File: src/rtl/sshr_pkg.sv
// +------------------------------------------------------------------+
// | sshr_pkg: shared types, defaults and shift-amount clamp for      |
// | the iterative arithmetic right shifter.                          |
// | Revision: 1.0                                                    |
// +------------------------------------------------------------------+
`default_nettype none

package sshr_pkg;

    localparam int DATAWIDTH_DEF = 32;
    localparam int STEP_DEF      = 4;

    typedef enum logic [1:0] {
        IDLE  = 2'd0,
        SHIFT = 2'd1,
        DONE  = 2'd2
    } state_t;

    // Any amount of width-1 or more already yields all sign bits.
    function automatic int unsigned clamp_shift(input logic [63:0] amt,
                                                input int unsigned width);
        if (amt >= 64'(width - 1))
            return width - 1;
        return 32'(amt);
    endfunction

endpackage

`default_nettype wire

File: src/rtl/sshr_step.sv
// +------------------------------------------------------------------+
// | sshr_step: combinational arithmetic right shift by 0..STEP.      |
// | Config macro: SSHR_STICKY_EN adds the shifted-out OR output.     |
// | Revision: 1.0                                                    |
// +------------------------------------------------------------------+
`default_nettype none

module sshr_step #(
    parameter int DATAWIDTH = 32,
    parameter int STEP      = 4,
    parameter int KW        = $clog2(STEP + 1)
) (
    input  logic [DATAWIDTH-1:0] d,
    input  logic [KW-1:0]        k,
`ifdef SSHR_STICKY_EN
    output logic                 lost,
`endif
    output logic [DATAWIDTH-1:0] q
);

    assign q = DATAWIDTH'($signed(d) >>> k);

`ifdef SSHR_STICKY_EN
    logic [DATAWIDTH-1:0] low_mask;

    assign low_mask = ~({DATAWIDTH{1'b1}} << k);
    assign lost     = |(d & low_mask);
`endif

endmodule

`default_nettype wire

File: src/rtl/sshr_iter.sv
// +------------------------------------------------------------------+
// | sshr_iter: iterative signed right shifter, up to STEP bits/clock |
// | with valid/ready handshakes. Config macro: SSHR_STICKY_EN.       |
// | Revision: 1.0                                                    |
// +------------------------------------------------------------------+
`default_nettype none

module sshr_iter
    import sshr_pkg::*;
#(
    parameter int DATAWIDTH = DATAWIDTH_DEF,
    parameter int STEP      = STEP_DEF
) (
    input  logic                 Clk,
    input  logic                 Rst_n,
    input  logic                 in_valid,
    output logic                 in_ready,
    input  logic [DATAWIDTH-1:0] a,
    input  logic [DATAWIDTH-1:0] sh_amt,
    output logic                 out_valid,
    input  logic                 out_ready,
`ifdef SSHR_STICKY_EN
    output logic                 sticky,
`endif
    output logic [DATAWIDTH-1:0] d
);

    localparam int RW = $clog2(DATAWIDTH);
    localparam int KW = $clog2(STEP + 1);

    state_t          state;
    logic [RW-1:0]   rem;
    logic [RW-1:0]   load_rem;
    logic [KW-1:0]   step_k;
    logic [RW-1:0]   rem_next;
    logic [DATAWIDTH-1:0] step_q;

    assign load_rem = RW'(clamp_shift(64'(sh_amt), DATAWIDTH));
    assign step_k   = (rem < RW'(STEP)) ? KW'(rem) : KW'(STEP);
    assign rem_next = rem - RW'(step_k);

    assign in_ready  = (state == IDLE);
    assign out_valid = (state == DONE);

`ifdef SSHR_STICKY_EN
    logic step_lost;

    sshr_step #(
        .DATAWIDTH (DATAWIDTH),
        .STEP      (STEP),
        .KW        (KW)
    ) u_step (
        .d    (d),
        .k    (step_k),
        .lost (step_lost),
        .q    (step_q)
    );

    always_ff @(posedge Clk or negedge Rst_n) begin
        if (!Rst_n) begin
            sticky <= 1'b0;
        end else if (state == IDLE && in_valid) begin
            sticky <= 1'b0;
        end else if (state == SHIFT) begin
            sticky <= sticky | step_lost;
        end
    end
`else
    sshr_step #(
        .DATAWIDTH (DATAWIDTH),
        .STEP      (STEP),
        .KW        (KW)
    ) u_step (
        .d (d),
        .k (step_k),
        .q (step_q)
    );
`endif

    always_ff @(posedge Clk or negedge Rst_n) begin
        if (!Rst_n) begin
            state <= IDLE;
            d     <= '0;
            rem   <= '0;
        end else begin
            case (state)
                IDLE: begin
                    if (in_valid) begin
                        d     <= a;
                        rem   <= load_rem;
                        state <= (load_rem == '0) ? DONE : SHIFT;
                    end
                end
                SHIFT: begin
                    d   <= step_q;
                    rem <= rem_next;
                    if (rem_next == '0)
                        state <= DONE;
                end
                DONE: begin
                    if (out_ready)
                        state <= IDLE;
                end
                default: state <= IDLE;
            endcase
        end
    end

endmodule

`default_nettype wire
File: config.mk
export PLATFORM = sky130hd
export DESIGN_NAME = sshr_iter
export DESIGN_NICKNAME = d
export VERILOG_FILES = /design/src/rtl/sshr_pkg.sv /design/src/rtl/sshr_step.sv /design/src/rtl/sshr_iter.sv
export SDC_FILE = /design/constraint.sdc
export NUM_CORES = 1
export LEC_CHECK = 0
export CORE_ASPECT_RATIO = 1.75
export CORE_UTILIZATION = 47
export CTS_BUF_LIST = sky130_fd_sc_hd__clkbuf_8
export CTS_CLUSTER_SIZE = 14
export DETAILED_ROUTE_END_ITERATION = 10
export PLACE_DENSITY = 0.89
export SETUP_SLACK_MARGIN = 0.2
export SLEW_MARGIN = 20
export SYNTH_ARGS = -nofsm -noshare
export SYNTH_HDL_FRONTEND = slang
export SYNTH_SLANG_ARGS = --single-unit
File: constraint.sdc
create_clock -name Clk -period 2.5 [get_ports Clk]
set_input_delay 0.5 -clock Clk [delete_from_list [all_inputs] [get_ports Clk]]
set_output_delay 0.5 -clock Clk [all_outputs]
set_load 0.1 [all_outputs]
==> metrics.txt <==
status complete, no violations; R2R cell count 7; Routability Congestion 0.812; starting density of the core 48.8%; Die Span X 61.0 um; area grow syn2layout 39.3%; cell with the most instances after synthesis nor2_1; routed vias 3093; Worst EP arrival 2350 ps; layout net count 479; vias in the first global route 3006; EDFF count, synth 0; worst r2r src rem[2]; top cells by count, synth nor2_1 (46), dfrtp_1 (39), nand2_1 (32), clkbuf_1 (19), mux2i_1 (16); Critical Path End Type flip-flop; io pins 102; critical path peak fanout 10; Setup crit start kind flip-flop; Setup TNS 0 ps; CTS tree built; synthesized cell area 0.00287 mm2; worst reg2reg endpoint state[1]; H-tree depth 2; Area contributors post-synth dfrtp_1 (34%), mux4_2 (7.1%), nor2_1 (6.0%), mux2i_1 (5.6%), a222oi_1 (5.2%); Synth warnings 0; Synthesized Nets 388; layout cells sized above 1 18.2%; total core area 0.00588 mm2; Post-CTS Hold Fix Bufs 0; clock-pin transition on the worst setup and hold timing paths 80 ps; fin. max-slew vios 0; Overflow after GRT 0; final setup fails 0; predominant post-synthesis flop cell dfrtp_1; area leader, netlist dfrtp_1; mean post-synth cell area 8.99 um2; crit path launch rem[2]; drt total wl 8740 um; Rows 37; R2R Setup Slk 370 ps; n_diodes 0; Root Buffer clkbuf_8; wire length per cell 17.9 um; Max Clock Freq 469 MHz; crit path kind reg2reg; Post-CTS Resized 0; total setup buffers inserted after CTS 0; CP required 2720 ps; DP Wirelength 6410 um; Die Y-Extent 105 um; fill cell count 471; total CTS buffers 5; Mapped Cells 319; die area 0.00643 mm2; ys async rst share 100%; Worst-Margin Slew 909 ps; clock skew 2.19 ps; clk buf depth 2; Clock Sinks 39; Post-DRT Antenna Nets 0; clk_lat worst skew 290 ps; first-pass GRT wire length 13700 um; IO Port Bufs 101; maxcap violations 0; largest net degree at the start of global routing 40; top-area cell type share of the netlist area 34.0%; minimum clock period 2130 ps; post-synth cell types 50; synthesis-stage register bit count 39; gr usage total 28.0%; post-synthesis sequential area ratio 34.0%; Slew headroom 39.4%; RSZ-0062 raised after global routing no; initial antenna violation count 0; worst hold path type in2async; Final Cycle Share 85.3%; Final Hold Viols 0; 1st-iter DRT viols 261; Vias/cell 6.33; Remaining DRCs 0; DRT Pass-1 Iters 7
## cell usage in the layout, fill, tap and decap left out, drive strengths merged, types with 2 or more instances in the layout
cell / Yosys / routed
o21ai: 13 / 13
a222oi: 15 / 15
a221oi: 5 / 5
or3: 2 / 2
o32ai: 3 / 3
mux2i: 16 / 16
buf: 10 / 47
mux2: 6 / 6
o22ai: 3 / 3
nand2b: 4 / 4
nand3b: 2 / 2
nor3: 13 / 13
nand2: 32 / 32
o22a: 2 / 2
dfrtp: 39 / 39
clkbuf: 19 / 6
a21oi: 15 / 15
clkdlybuf4s50: 0 / 66
mux4: 11 / 11
nor2: 46 / 46
nor3b: 4 / 4
o31ai: 3 / 3
a211oi: 8 / 8
nor4: 14 / 14
nor2b: 13 / 13
and2: 4 / 4
## cell families (layout without fill, tap and decap cells)
logic type      count (synthesis)  after routing  share of synthesized area (%)
fa+ha+maj                       1              1                          0.436
other cells                     1              1                          0.131
buf+inv                        30            122                           5.24
flops                          39             39                           34.0
mux                            33             33                           16.8
simple gates                  139            139                           24.0
compound gates                 76             76                           19.4
## cell type report
cell class	instances	area [um2]	area share, %
clock buffer	6	82.6	2.07
clock inverter	2	35.0	0.877
inverter	1	3.75	0.0940
multi-input combinational	250	1750	43.8
sequential	39	976	24.4
tap	78	97.6	2.44
timing repair buffer	113	1050	26.2
## stage by stage
stage	cells	worst slack [ps]	hold slack (ps)	utilization [%]	cell area, um2
6_report	489	368	334	68.0	4000
5_1_grt	489	264	412	68.0	4000
4_1_cts	489	376	357	68.0	4000
3_5_place_dp	481	162	554	66.0	3880
3_3_place_gp	481	236	546	66.0	3880
2_1_floorplan	319	284	204	-	2880
## how the worst max path moves through the flow
stage                to  slack, ps  depth (start not counted)
3_5_place_dp      d[26]        160                          6
3_3_place_gp     rem[4]        240                          6
4_1_cts        state[1]        380                          7
5_1_grt        state[1]        260                          7
2_1_floorplan    rem[2]        280                          8
6_report       state[1]        370                          7
## registers in the layout, summed over array words and instances (netlist names)
register / flops
rem: 5
d: 32
state: 2
## routing by layer
metal	vias to the layer above	GRT usage, %	share of wire, %
li1	1394	-	-
met1	1501	30.0	35
met2	166	49.1	56
met3	32	4.29	5.9
met4	0	16.1	3.8
met5	-	0	0
## critical path: stages (launching register included)
cell and delay, ps:
dfrtp_1 500, or3_1 430, nand2_1 80, ha_1 250, or3_1 310, o22ai_1 260
a21oi_1 110, a21oi_1 120
Power is left out: the tool's default activity adds up to more than one toggle a clock period on the data nets, which glitch-free logic cannot reach.
